<file path="src/rtl/imm_ctrl_seq_if.sv">
// Memory port bundle for imm_ctrl_seq: a req/ack byte bus driven by the sequencer
// (master) and answered by instruction/data memory (slave).
interface imm_ctrl_seq_if;
    logic       mem_req;
    logic       mem_we;
    logic [7:0] mem_addr;
    logic [7:0] mem_wdata;
    logic [7:0] mem_rdata;
    logic       mem_ack;

    modport master (
        output mem_req,
        output mem_we,
        output mem_addr,
        output mem_wdata,
        input  mem_rdata,
        input  mem_ack
    );

    modport slave (
        input  mem_req,
        input  mem_we,
        input  mem_addr,
        input  mem_wdata,
        output mem_rdata,
        output mem_ack
    );
endinterface

</file>
<file path="src/rtl/imm_ctrl_seq.sv">
// Fetch/decode/execute sequencer for the 8-bit computer (3-bit opcode, 5-bit immediate).
// Optional ack watchdog enabled by defining CTRL_WDOG_EN.
module imm_ctrl_seq #(
    parameter logic [7:0] PC_RESET    = 8'h00,
    parameter int         WDOG_CYCLES = 15
) (
    input  logic                 clk,
    input  logic                 rst,
    imm_ctrl_seq_if.master       bus,
    output logic [7:0]           pc,
    output logic [7:0]           acc,
    output logic [7:0]           imm_ext,
    output logic                 halted,
    output logic                 fault
);

    typedef enum logic [1:0] {
        FETCH,
        DECODE,
        MEM,
        HALT
    } state_t;

    localparam logic [2:0] OP_NOP  = 3'b000;
    localparam logic [2:0] OP_LDI  = 3'b001;
    localparam logic [2:0] OP_ADDI = 3'b010;
    localparam logic [2:0] OP_LD   = 3'b011;
    localparam logic [2:0] OP_ST   = 3'b100;
    localparam logic [2:0] OP_BEQZ = 3'b101;
    localparam logic [2:0] OP_JMP  = 3'b110;
    localparam logic [2:0] OP_HALT = 3'b111;

    if (WDOG_CYCLES < 1 || WDOG_CYCLES > 255) begin : g_wdog_range
        $error("imm_ctrl_seq: WDOG_CYCLES must be in 1..255");
    end

    state_t     state;
    logic [7:0] ir;
    logic [2:0] opcode;

    assign opcode  = ir[7:5];
    assign imm_ext = {{3{ir[4]}}, ir[4:0]};

    // Bus outputs decode from the registered state; reset forces them idle.
    always_comb begin
        bus.mem_req   = 1'b0;
        bus.mem_we    = 1'b0;
        bus.mem_addr  = 8'h00;
        bus.mem_wdata = 8'h00;
        if (!rst) begin
            case (state)
                FETCH: begin
                    bus.mem_req  = 1'b1;
                    bus.mem_addr = pc;
                end
                MEM: begin
                    bus.mem_req   = 1'b1;
                    bus.mem_we    = (opcode == OP_ST);
                    bus.mem_addr  = {3'b000, ir[4:0]};
                    bus.mem_wdata = acc;
                end
                default: ;
            endcase
        end
    end

`ifdef CTRL_WDOG_EN
    logic [7:0] wait_cnt;
    logic       fault_r;
    logic       wdog_trip;

    assign wdog_trip = (wait_cnt == 8'(WDOG_CYCLES - 1));
    assign fault     = fault_r;
`else
    assign fault = 1'b0;
`endif

    always_ff @(posedge clk) begin
        if (rst) begin
            state  <= FETCH;
            pc     <= PC_RESET;
            acc    <= 8'h00;
            ir     <= 8'h00;
            halted <= 1'b0;
`ifdef CTRL_WDOG_EN
            wait_cnt <= 8'h00;
            fault_r  <= 1'b0;
`endif
        end else begin
            case (state)
                FETCH: begin
                    if (bus.mem_ack) begin
                        ir    <= bus.mem_rdata;
                        pc    <= pc + 8'd1;
                        state <= DECODE;
`ifdef CTRL_WDOG_EN
                        wait_cnt <= 8'h00;
                    end else if (wdog_trip) begin
                        fault_r <= 1'b1;
                        halted  <= 1'b1;
                        state   <= HALT;
                    end else begin
                        wait_cnt <= wait_cnt + 8'd1;
`endif
                    end
                end
                DECODE: begin
`ifdef CTRL_WDOG_EN
                    wait_cnt <= 8'h00;
`endif
                    // Branch targets are relative to the already-incremented pc.
                    case (opcode)
                        OP_NOP:  state <= FETCH;
                        OP_LDI: begin
                            acc   <= imm_ext;
                            state <= FETCH;
                        end
                        OP_ADDI: begin
                            acc   <= acc + imm_ext;
                            state <= FETCH;
                        end
                        OP_LD, OP_ST: state <= MEM;
                        OP_BEQZ: begin
                            if (acc == 8'h00) begin
                                pc <= pc + imm_ext;
                            end
                            state <= FETCH;
                        end
                        OP_JMP: begin
                            pc    <= pc + imm_ext;
                            state <= FETCH;
                        end
                        OP_HALT: begin
                            halted <= 1'b1;
                            state  <= HALT;
                        end
                        default: state <= FETCH;
                    endcase
                end
                MEM: begin
                    if (bus.mem_ack) begin
                        if (opcode == OP_LD) begin
                            acc <= bus.mem_rdata;
                        end
                        state <= FETCH;
`ifdef CTRL_WDOG_EN
                        wait_cnt <= 8'h00;
                    end else if (wdog_trip) begin
                        fault_r <= 1'b1;
                        halted  <= 1'b1;
                        state   <= HALT;
                    end else begin
                        wait_cnt <= wait_cnt + 8'd1;
`endif
                    end
                end
                HALT: state <= HALT;
                default: state <= FETCH;
            endcase
        end
    end

endmodule

</file>
<file path="src/flat_wrapper.sv">
// flat-port wrapper written by rule: the top's interface ports become plain ports
module imm_ctrl_seq_flat 
#(
    parameter logic [7:0] PC_RESET    = 8'h00,
    parameter int         WDOG_CYCLES = 15
)
  (clk, rst, pc, acc, imm_ext, halted, fault, bus_mem_req, bus_mem_we, bus_mem_addr, bus_mem_wdata, bus_mem_rdata, bus_mem_ack);
  imm_ctrl_seq_if bus_i ();
  input  logic clk;
  input  logic rst;
  output logic [7:0] pc;
  output logic [7:0] acc;
  output logic [7:0] imm_ext;
  output logic halted;
  output logic fault;
  output wire logic [$bits(bus_i.mem_req)-1:0] bus_mem_req;
  output wire logic [$bits(bus_i.mem_we)-1:0] bus_mem_we;
  output wire logic [$bits(bus_i.mem_addr)-1:0] bus_mem_addr;
  output wire logic [$bits(bus_i.mem_wdata)-1:0] bus_mem_wdata;
  input wire logic [$bits(bus_i.mem_rdata)-1:0] bus_mem_rdata;
  input wire logic [$bits(bus_i.mem_ack)-1:0] bus_mem_ack;
  assign bus_mem_req = bus_i.mem_req;
  assign bus_mem_we = bus_i.mem_we;
  assign bus_mem_addr = bus_i.mem_addr;
  assign bus_mem_wdata = bus_i.mem_wdata;
  assign bus_i.mem_rdata = bus_mem_rdata;
  assign bus_i.mem_ack = bus_mem_ack;
  imm_ctrl_seq #(.PC_RESET(PC_RESET), .WDOG_CYCLES(WDOG_CYCLES)) u_core (.clk(clk), .rst(rst), .bus(bus_i), .pc(pc), .acc(acc), .imm_ext(imm_ext), .halted(halted), .fault(fault));
endmodule
</file>
<file path="config.mk">
export PLATFORM = sky130hd
export DESIGN_NAME = imm_ctrl_seq_flat
export DESIGN_NICKNAME = d
export VERILOG_FILES = /design/src/rtl/imm_ctrl_seq_if.sv /design/src/rtl/imm_ctrl_seq.sv /design/src/flat_wrapper.sv
export SDC_FILE = /design/constraint.sdc
export NUM_CORES = 1
export LEC_CHECK = 0
export CORE_MARGIN = 2
export CORE_UTILIZATION = 44
export DETAILED_ROUTE_END_ITERATION = 6
export GPL_ROUTABILITY_DRIVEN = 0
export HOLD_SLACK_MARGIN = 0.1
export PLACE_DENSITY = 0.77
export RECOVER_POWER = 50
export SETUP_SLACK_MARGIN = 0.5
export SLEW_MARGIN = 20
export SYNTH_ARGS = -nofsm -noshare
export SYNTH_HDL_FRONTEND = slang
export SYNTH_SLANG_ARGS = --single-unit
</file>
<file path="constraint.sdc">
create_clock -name clk -period 2.55 [get_ports clk]
set_input_delay 0.255 -clock clk [delete_from_list [all_inputs] [get_ports clk]]
set_output_delay 0.255 -clock clk [all_outputs]
set_load 0.02 [all_outputs]
</file>
==> results.txt, run 1 <==
status: finished, final reports clean
register bit total from synthesis: 27
switching power: 305 uW
# IOs: 55
I/O Buffers: 53
largest net degree at the start of global routing: 31
Via-to-Cell Ratio: 5.67
Starting DRT DRC Count: 167
Worst Setup Start Kind: flop
most frequent cells in the layout: 33 x nand2_1, 25 x dlygate4sd3_1, 23 x a21oi_1, 20 x dfxtp_1, 18 x nor2_1
post-synth cell types: 50
Mapped Cells: 257
vias in the first global route: 1899
Pleak: 1.25 nW
std cell rows: 24
mean post-synth cell area: 7.74 um2
Clock Skews: 0.00457 ns
Hold Crit Depth: 2
antenna cells: 0
CP endpoint kind: flop
CP Data Arrival Time: 2.46 ns
cell area power density: 357 mW/mm2
r2r worst-path depth: 9
Tmin final: 2.25 ns
Hold-fix buffers, CTS: 0
Internal Power: 647 uW
Post-Route WL: 5410 um
CP Max Fanout: 6
Clock transition at path regs: 0.10 ns
Tot GR Track Use: 0.216
layout cells sized above 1: 0.139
logic gate share of total power: 0.242
Max Freq: 444 MHz
Hold WS: 0.487 ns
Die W: 71.2 um
GRT overflow: 0
drt pass-1 iters: 4
Worst Hold End: u_core.halted
die height: 71.2 um
via count: 2014
initial antenna violation count: 0
Max VDD drop: 313 uV
final hold viol count: 0
WL/cell: 15.2 um
drt drc: 0
FF-to-FF Start: u_core.state[1]
Detail Placement HPWL: 3880 um
async set-reset flop share out of synthesis: 0
CP Class: flop to flop
Die ar.: 0.00508 mm2
EDFF count, synth: 0
setup violators final: 0
commonest non-fill, non-tap cell in the layout: nand2_1
Worst-Margin Slew: 1.36 ns
Worst slew margin: 0.0948
Synth Flop Type: dfxtp_1
WP data required: 2.76 ns
Yosys warnings: 0
fin nets: 328
clk_lat worst skew: 0.28 ns
RSZ-0062 raised after global routing: yes
starting density of the core: 0.457
syn_nets: 281
number of fill cells in the layout: 411
# clock sinks: 27
hold path startpoint: u_core.halted
Max-Cap Viols: 0
CTS tree: yes
clock network power share: 0.269
core area: 0.00435 mm2
CTS max path bufs: 2
Sequential Power Share: 0.488
first-pass GRT wire length: 8980 um
cell area after synthesis: 0.00199 mm2
R2R Setup Slk: 0.30 ns
worst min-delay path class: flop to flop
register area share after synthesis: 0.272
Root Driver: clkbuf_8
Routed Antenna Nets: 0
H-Tree Depth: 1
Reg2Reg Capture Point: u_core.pc[6]
final critical-path share of the clock period: 0.883
CTS Buf Count: 3
area grow syn2layout: 34.2%
Sw Ratio: 0.321
Fin Setup TNS: 0 ns
final slew viol count: 0
==> final cells by class <==
class	count	area [um2]	share of cell area
multi-input combinational	204	1400	0.523
timing repair buffer	62	579	0.217
sequential	27	557	0.209
tap	52	65.1	0.0244
clock buffer	3	41.3	0.0155
inverter	6	26.3	0.00985
clock inverter	1	5.00	0.00188
==> per-layer routing <==
metal / up-vias / share of wire / GRT usage / routed length [um]
met5: - / 0 / 0 / 0
met4: 0 / 0.013 / 0.0608 / 69
met3: 8 / 0.054 / 0.0197 / 294
met2: 58 / 0.46 / 0.358 / 2500
met1: 934 / 0.47 / 0.301 / 2540
li1: 1014 / - / - / -
==> synthesized netlist by cell type (6+ instances only) <==
| library cell | instances | area (um2) |
|---|---|---|
| buf_4 | 10 | 75.1 |
| or3_1 | 6 | 37.5 |
| nand3_1 | 6 | 30.0 |
| o21ai_0 | 9 | 45.0 |
| and3_1 | 11 | 68.8 |
| nor2_1 | 18 | 67.6 |
| ha_1 | 11 | 138 |
| a21oi_1 | 28 | 140 |
| dfxtp_1 | 27 | 541 |
| inv_1 | 6 | 22.5 |
| clkbuf_1 | 6 | 22.5 |
| nand2_1 | 33 | 124 |
| and2_1 | 7 | 43.8 |
| mux2i_1 | 8 | 80.1 |
==> state kept, by name, summed over array words and instances, names as in the netlist <==
signal         flops
u_core.acc         8
u_core.halted      1
u_core.ir          8
u_core.pc          8
u_core.state       2
==> worst max path at each step <==
stage / from / endpoint / slack (ns) / depth (start not counted)
6_report: u_core.state[1] / u_core.pc[6] / 0.30 / 9
5_1_grt: u_core.state[1] / u_core.pc[6] / 0.20 / 9
4_1_cts: u_core.state[1] / u_core.pc[5] / 0.31 / 8
3_5_place_dp: rst / bus_mem_wdata[5] / 0.21 / 5
3_3_place_gp: rst / bus_mem_we / 0.26 / 5
2_1_floorplan: u_core.state[1] / u_core.pc[5] / 0.36 / 8
==> critical path, cell delays in order, from the launching register on <==
cell and delay [ns]:
dfxtp_2 0.33, and2b_4 0.30, nand2b_4 0.07, ha_4 0.17
fa_2 0.36, a21o_1 0.17, a21oi_2 0.21, mux2i_1 0.12
or3_1 0.33, a21oi_2 0.11
==> power groups by stage <==
stage               Sequential [mW]  Combinational [mW]  Clock (mW)
CTS                           0.468               0.231       0.257
global route                  0.469               0.254       0.273
global placement              0.476               0.220           0
detailed placement            0.476               0.222           0
finish                        0.465               0.231       0.257
floorplan                     0.476               0.142           0
==> cells by family after synthesis <==
group	count (synthesis)	share of synthesized area
simple gates	112	0.299
compound gates	64	0.200
other cells	1	0.00188
mux	9	0.0459
fa+ha+maj	13	0.0893
buf+inv	26	0.0698
xor+xnor	5	0.0220
flops	27	0.272
==> per-stage QoR <==
| stage | instances | cell area [um2] | worst slack (ns) | total power [mW] | utilization |
|---|---|---|---|---|---|
| 3_3_place_gp | 348 | 2540 | 0.265 | 0.696 | 0.584 |
| 6_report | 355 | 2670 | 0.299 | 0.953 | 0.613 |
| 3_5_place_dp | 348 | 2540 | 0.213 | 0.699 | 0.584 |
| 4_1_cts | 353 | 2630 | 0.310 | 0.955 | 0.603 |
| 2_1_floorplan | 257 | 2020 | 0.365 | 0.619 | - |
| 5_1_grt | 355 | 2670 | 0.196 | 0.995 | 0.613 |
==> timing repair <==
action,in CTS,in global routing
setup buffers,1,2
resized for setup,23,19
pin swaps,4,4
setup endpoints to repair,20,14
(Power assumes the default switching activity.)
==> inputs of run 2 (changes only) <==
--- a/config.mk
+++ b/config.mk
@@ -7,6 +7,7 @@
 export LEC_CHECK = 0
 export CORE_MARGIN = 2
 export CORE_UTILIZATION = 44
+export CTS_CLUSTER_DIAMETER = 50
 export DETAILED_ROUTE_END_ITERATION = 6
 export GPL_ROUTABILITY_DRIVEN = 0
 export HOLD_SLACK_MARGIN = 0.1
==> results of run 2 <==
Final layout, timing and power as in run 1 (identical DEF).
